<file path="config.mk">
export PLATFORM = sky130hd
export DESIGN_NAME = leaf_rr_scheduler
export DESIGN_NICKNAME = d
export VERILOG_FILES = /design/src/rtl/leaf_rr_scheduler_pkg.sv /design/src/rtl/leaf_rr_scheduler_pick.sv /design/src/rtl/leaf_rr_scheduler.sv
export SDC_FILE = /design/constraint.sdc
export NUM_CORES = 1
export LEC_CHECK = 0
export ABC_CLOCK_PERIOD_IN_PS = 4450
export BUFFER_PORTS_ARGS = -buffer_cell sky130_fd_sc_hd__buf_2
export CAP_MARGIN = 20
export CORE_MARGIN = 2
export CORE_UTILIZATION = 45
export CTS_CLUSTER_SIZE = 16
export DETAILED_ROUTE_END_ITERATION = 8
export PLACE_DENSITY = 0.79
export SETUP_SLACK_MARGIN = 0.2
export SYNTH_ARGS = -nofsm -noshare
export SYNTH_HDL_FRONTEND = slang
export SYNTH_SLANG_ARGS = --single-unit
</file>
<file path="constraint.sdc">
create_clock -name clk -period 4.45 [get_ports clk]
set_input_delay 0.2225 -clock clk [delete_from_list [all_inputs] [get_ports clk]]
set_output_delay 0.2225 -clock clk [all_outputs]
set_load 0.005 [all_outputs]
</file>
<file path="src/rtl/leaf_rr_scheduler_pkg.sv">
// Shared types and helpers for the leaf-instance schedulers.
// Holds the scheduler FSM encoding, index-width helper and statistics counter width.
package leaf_sched_pkg;

  typedef enum logic [0:0] {
    IDLE = 1'b0,
    XFER = 1'b1
  } sched_state_e;

  localparam int STAT_W = 16;

  // An index into n slots needs at least one bit even when n is 1.
  function automatic int idx_w(input int n);
    if ($clog2(n) < 1) begin
      return 1;
    end else begin
      return $clog2(n);
    end
  endfunction

endpackage

</file>
<file path="src/rtl/leaf_rr_scheduler_pick.sv">
// leaf_rr_pick: combinational rotating-priority picker.
// Returns the first set request at or above i_ptr, wrapping modulo N.
module leaf_rr_pick
  import leaf_sched_pkg::*;
#(
  parameter int N  = 5,
  parameter int IW = idx_w(N)
) (
  input  logic [N-1:0]  i_req,
  input  logic [IW-1:0] i_ptr,
  output logic          o_found,
  output logic [IW-1:0] o_idx
);

  logic [IW-1:0] w_j;
  logic          w_hit;

  // Scan offsets from farthest to nearest so the nearest set request wins.
  always_comb begin
    o_found = 1'b0;
    o_idx   = '0;
    w_j     = '0;
    w_hit   = 1'b0;
    for (int k = N - 1; k >= 0; k--) begin
      w_j     = IW'((int'(i_ptr) + k) % N);
      w_hit   = i_req[w_j];
      o_found = o_found | w_hit;
      o_idx   = w_hit ? w_j : o_idx;
    end
  end

endmodule

</file>
<file path="src/rtl/leaf_rr_scheduler.sv">
// leaf_rr_scheduler: round-robin burst scheduler sharing one leaf datapath among N_REQ requesters.
// Optional per-requester completed-burst counters when LEAF_RR_SCHEDULER_STATS_EN is defined.
module leaf_rr_scheduler
  import leaf_sched_pkg::*;
#(
  parameter int N_REQ     = 5,
  parameter int DATA_W    = 16,
  parameter int MAX_BURST = 4
) (
  input  logic                      clk,
  input  logic                      rst_n,
  input  logic [N_REQ-1:0]          req_valid,
  input  logic [N_REQ*DATA_W-1:0]   req_data,
  input  logic [N_REQ-1:0]          req_last,
  output logic [N_REQ-1:0]          req_ready,
  output logic                      out_valid,
  output logic [DATA_W-1:0]         out_data,
  output logic                      out_last,
  output logic [idx_w(N_REQ)-1:0]   out_src,
  input  logic                      out_ready,
  output logic                      busy
`ifdef LEAF_RR_SCHEDULER_STATS_EN
  ,
  input  logic                      stats_clr,
  output logic [N_REQ*STAT_W-1:0]   grant_cnt
`endif
);

  localparam int IW = idx_w(N_REQ);
  localparam int CW = $clog2(MAX_BURST + 1);

  sched_state_e      r_state;
  sched_state_e      w_state_nxt;
  logic [IW-1:0]     r_ptr;
  logic [IW-1:0]     w_ptr_nxt;
  logic [IW-1:0]     r_grant;
  logic [IW-1:0]     w_grant_nxt;
  logic [CW-1:0]     r_beat_cnt;
  logic [CW-1:0]     w_cnt_nxt;
  logic              w_found;
  logic [IW-1:0]     w_pick;
  logic [IW-1:0]     w_ptr_inc;
  logic              w_acc;
  logic              w_done;
  logic [DATA_W-1:0] w_data [N_REQ];

  for (genvar g = 0; g < N_REQ; g++) begin : g_unpack
    assign w_data[g] = req_data[g*DATA_W +: DATA_W];
  end

  leaf_rr_pick #(
    .N  (N_REQ),
    .IW (IW)
  ) u_pick (
    .i_req   (req_valid),
    .i_ptr   (r_ptr),
    .o_found (w_found),
    .o_idx   (w_pick)
  );

  assign w_ptr_inc = (r_grant == IW'(N_REQ - 1)) ? '0 : r_grant + IW'(1);
  assign w_acc     = out_valid && out_ready;
  assign w_done    = w_acc && out_last;

  // Zero-latency pass-through of the granted requester while transferring.
  always_comb begin
    req_ready = '0;
    out_valid = 1'b0;
    out_data  = '0;
    out_last  = 1'b0;
    out_src   = '0;
    busy      = 1'b0;
    case (r_state)
      XFER: begin
        busy               = 1'b1;
        out_valid          = req_valid[r_grant];
        out_data           = w_data[r_grant];
        out_src            = r_grant;
        req_ready[r_grant] = out_ready;
        out_last           = req_last[r_grant] | (r_beat_cnt == CW'(MAX_BURST - 1));
      end
      default: begin
        busy = 1'b0;
      end
    endcase
  end

  // Next-state: arbitrate in IDLE, count beats and release on the last one in XFER.
  always_comb begin
    w_state_nxt = r_state;
    w_ptr_nxt   = r_ptr;
    w_grant_nxt = r_grant;
    w_cnt_nxt   = r_beat_cnt;
    case (r_state)
      IDLE: begin
        if (w_found) begin
          w_state_nxt = XFER;
          w_grant_nxt = w_pick;
          w_cnt_nxt   = '0;
        end else begin
          w_state_nxt = IDLE;
        end
      end
      XFER: begin
        if (w_done) begin
          w_state_nxt = IDLE;
          w_ptr_nxt   = w_ptr_inc;
          w_cnt_nxt   = '0;
        end else if (w_acc) begin
          w_cnt_nxt = r_beat_cnt + CW'(1);
        end else begin
          w_cnt_nxt = r_beat_cnt;
        end
      end
      default: begin
        w_state_nxt = IDLE;
        w_cnt_nxt   = '0;
      end
    endcase
  end

  // Scheduler state registers.
  always_ff @(posedge clk or negedge rst_n) begin
    if (!rst_n) begin
      r_state    <= IDLE;
      r_ptr      <= '0;
      r_grant    <= '0;
      r_beat_cnt <= '0;
    end else begin
      r_state    <= w_state_nxt;
      r_ptr      <= w_ptr_nxt;
      r_grant    <= w_grant_nxt;
      r_beat_cnt <= w_cnt_nxt;
    end
  end

`ifdef LEAF_RR_SCHEDULER_STATS_EN
  logic [STAT_W-1:0] r_stat [N_REQ];

  // Saturating completed-burst counters; clear beats a same-cycle increment.
  always_ff @(posedge clk or negedge rst_n) begin
    if (!rst_n) begin
      for (int i = 0; i < N_REQ; i++) begin
        r_stat[i] <= '0;
      end
    end else if (stats_clr) begin
      for (int i = 0; i < N_REQ; i++) begin
        r_stat[i] <= '0;
      end
    end else begin
      for (int i = 0; i < N_REQ; i++) begin
        if (w_done && (r_grant == IW'(i)) && (r_stat[i] != {STAT_W{1'b1}})) begin
          r_stat[i] <= r_stat[i] + STAT_W'(1);
        end else begin
          r_stat[i] <= r_stat[i];
        end
      end
    end
  end

  for (genvar g = 0; g < N_REQ; g++) begin : g_stat
    assign grant_cnt[g*STAT_W +: STAT_W] = r_stat[g];
  end
`endif

endmodule

</file>
==> flow_summary.json <==
{
  "synthCells": 359,
  "maxSlewHeadroom_pct": 33.5,
  "root_buffer": "clkbuf_8",
  "ir_worst_vdd_uv": 754,
  "synth_edf_count": 0,
  "antenna_found_initial": 0,
  "via_per_inst": 6.18,
  "instances_no_fill": 541,
  "ctsHtreeMaxLevel": 1,
  "first_pass_iters": 6,
  "synth-xor-area-share_pct": 2.65,
  "synth.distinct_cells": 72,
  "yosys.area_share.simple_pct": 23.5,
  "fin_worst_skew_ns": 0.00577,
  "ant_nets": 0,
  "crit_type": "flip-flop to flip-flop",
  "clock-sinks": 10,
  "die_h_um": 84.1,
  "final_nets": 584,
  "crit_fanout": 9,
  "diodes": 0,
  "wire_per_inst_um": 17.9,
  "synth_area_um2": 2880,
  "worstMarginPinSlew_ns": 0.998,
  "die_area_um2": 7070,
  "setup-tns-final_ns": 0,
  "powerDensity_nw_per_um2": 929,
  "grt_pass1_wl_um": 15500,
  "hold_class": "input port to flip-flop",
  "power.leakage_nw": 1.71,
  "place_congestion": 0.932,
  "ys.flop_type": "dfrtp_1",
  "numCtsBuffers": 3,
  "clk_path_buf_depth": 2,
  "cts_tree": "done",
  "async_reset_ff_share_pct": 100,
  "fp.dieW_um": 84.1,
  "start_kind": "flip-flop",
  "grt_pass1_vias": 3162,
  "synth_fa_ha_area_share_pct": 11.5,
  "wl_um": 9680,
  "max_cap_viol_count": 0,
  "synth-compound-area-share_pct": 27.4,
  "rsz0062_at_grt": "false",
  "clock_latency_ns": 0.23,
  "hold_viol": 0,
  "io_buffers": 119,
  "overflow": 0,
  "fillers": 575,
  "hpwl_um": 7630,
  "grtUsageTotal_pct": 26.6,
  "drive_gt1_share_pct": 39.9,
  "min_period_ns": 3.95,
  "drt_iter0_drc": 329,
  "final-setup-viol-count": 0,
  "status": "finished clean",
  "ys_seq_elements": 10,
  "synthMuxAreaShare_pct": 19.7,
  "rows": 29,
  "max_freq_mhz": 253,
  "io_pins": 120,
  "syn_avg_cell_area_um2": 8.03,
  "finalCritPeriodShare_pct": 88.7,
  "worstPathRequired_ns": 4.57,
  "core_um2": 6280,
  "syn_nets": 478,
  "synth_top_family_by_area": "compound AO/OA/AOI/OAI gates",
  "start_util_pct": 45.9,
  "grt_max_degree": 33,
  "drc": 0,
  "critPathCaptureType": "flip-flop",
  "worstPathArrival_ns": 4.07,
  "synth-seq-area-share_pct": 8.68,
  "yosys_warnings": 0,
  "clk_pin_slew_ns": 0.05,
  "dpl.cell_count": 536,
  "area_growth_pct": 27.1,
  "maxSlewViolCount": 0,
  "vias": 3344
}
repair_timing:
item | 4_1_cts | 5_1_grt
gates resized for setup | 0 | 12
buffers inserted | 0 | 0
hold buffers | 1 | 0
endpoints found under the hold margin | 10 | 0
setup endpoints to repair | 0 | 7
logic make-up (layout without fill, tap and decap cells):
group,Yosys count,in the layout
AND/OR/NAND/NOR,132,132
XOR/XNOR,7,7
adder cells (fa/ha/maj),26,26
multiplexers,29,29
buffers and inverters,48,153
AO/OA/AOI/OAI,107,107
flip-flops,10,10
state kept, by name (all words and copies together) (netlist names):
signal and flops:
r_beat_cnt 3, r_ptr 3, r_state 1, r_grant 3
layout by cell type, fill, tap and decap left out, types with 3 or more instances in the layout:
cell type,synthesis,layout
ha_1,25,24
a31oi_1,4,4
mux4_2,22,22
buf_2,4,119
buf_4,1,9
inv_1,18,18
nor3_1,14,12
a22oi_1,18,18
o21ai_0,18,18
nor2_1,33,33
nand2b_1,7,7
dfrtp_1,10,9
nand3b_1,3,3
o2bb2ai_1,3,3
xnor2_1,4,4
a211oi_1,3,3
nand3_1,9,7
o21a_1,5,5
mux2i_1,5,5
a211oi_2,3,3
a21o_1,3,3
clkbuf_8,0,4
o22ai_1,3,3
a221oi_1,3,3
a21oi_1,14,13
nand2_1,34,34
nand4_1,3,3
nor4_1,7,7
cell type report:
cell class	instances	area, um^2	area share [%]
tap	77	96.3	2.63
timing repair buffer	129	673	18.4
inverter	20	75.1	2.05
multi-input combinational	301	2510	68.6
clock buffer	4	55.1	1.50
sequential	10	251	6.86
worst paths after layout:
check | from | to | slack [ns] | cells after the start
setup / recovery | r_ptr[1] | r_grant[0] | 0.50 | 17
hold / removal | out_ready | r_beat_cnt[2] | 0.37 | 3
setup reg to reg | r_ptr[1] | r_grant[0] | 0.50 | 17
hold reg to reg | r_beat_cnt[1] | r_beat_cnt[1] | 0.56 | 2
max in group asynchronous | rst_n | r_ptr[1] | 3.84 | 2
min in group asynchronous | rst_n | r_grant[2] | 0.39 | 2
cell usage after synthesis (all sizes together), types with 5 or more instances:
master | number | share of area, %
nor3 | 14 | 2.4
clkbuf | 20 | 2.6
a31oi | 5 | 1.6
nand3 | 9 | 1.6
dfrtp | 10 | 8.7
nor4 | 8 | 2.0
mux4 | 22 | 17
mux2i | 5 | 1.7
o21ai | 22 | 3.8
inv | 20 | 2.6
nand2 | 34 | 4.4
a211oi | 6 | 2.1
buf | 8 | 1.3
a22oi | 18 | 4.7
nand2b | 7 | 1.5
o21a | 5 | 1.3
a21oi | 15 | 2.7
ha | 25 | 11
nor2 | 33 | 4.3
where the power goes:
part           total [mW]  switching, mW  leakage (nW)  internal, mW
Combinational        3.08           1.74          1.55          1.33
Clock               0.112         0.0345        0.0288        0.0777
Sequential          0.218         0.0865         0.123         0.131
critical path, cell delays in order, from the launching register on:
cell,delay [ns]
dfrtp_2,0.45
inv_1,0.12
buf_4,0.20
ha_1,0.18
a21oi_1,0.08
inv_1,0.24
nand2_1,0.16
inv_1,0.10
a21oi_2,0.07
ha_2,0.24
or4_1,0.52
a21oi_1,0.18
a221o_1,0.28
nand2_1,0.16
o21a_1,0.14
a221oi_1,0.35
nor4b_2,0.08
o31a_1,0.27
per-stage QoR:
stage | power [mW] | hold slack, ns | utilization, % | worst slack, ns | instance area [um^2]
5_1_grt | 3.73 | 0.377 | 58.4 | 0.193 | 3660
6_report | 3.41 | 0.368 | 58.4 | 0.501 | 3660
2_1_floorplan | 2.44 | -0.0731 | - | 0.218 | 2900
3_5_place_dp | 3.14 | 0.0886 | 56.4 | 0.218 | 3540
4_1_cts | 3.27 | 0.352 | 57.4 | 0.212 | 3600
3_3_place_gp | 3.06 | 0.0918 | 56.4 | 0.419 | 3540
layer usage:
metal / global-route usage [%] / share of wire, % / vias to the layer above
met3: 3.46 / 7.2 / 16
li1: - / - / 1586
met5: 0 / 0 / -
met1: 32.4 / 39 / 1573
met4: 7.04 / 2.2 / 0
met2: 49.0 / 52 / 169
(Power assumes the default switching activity.)
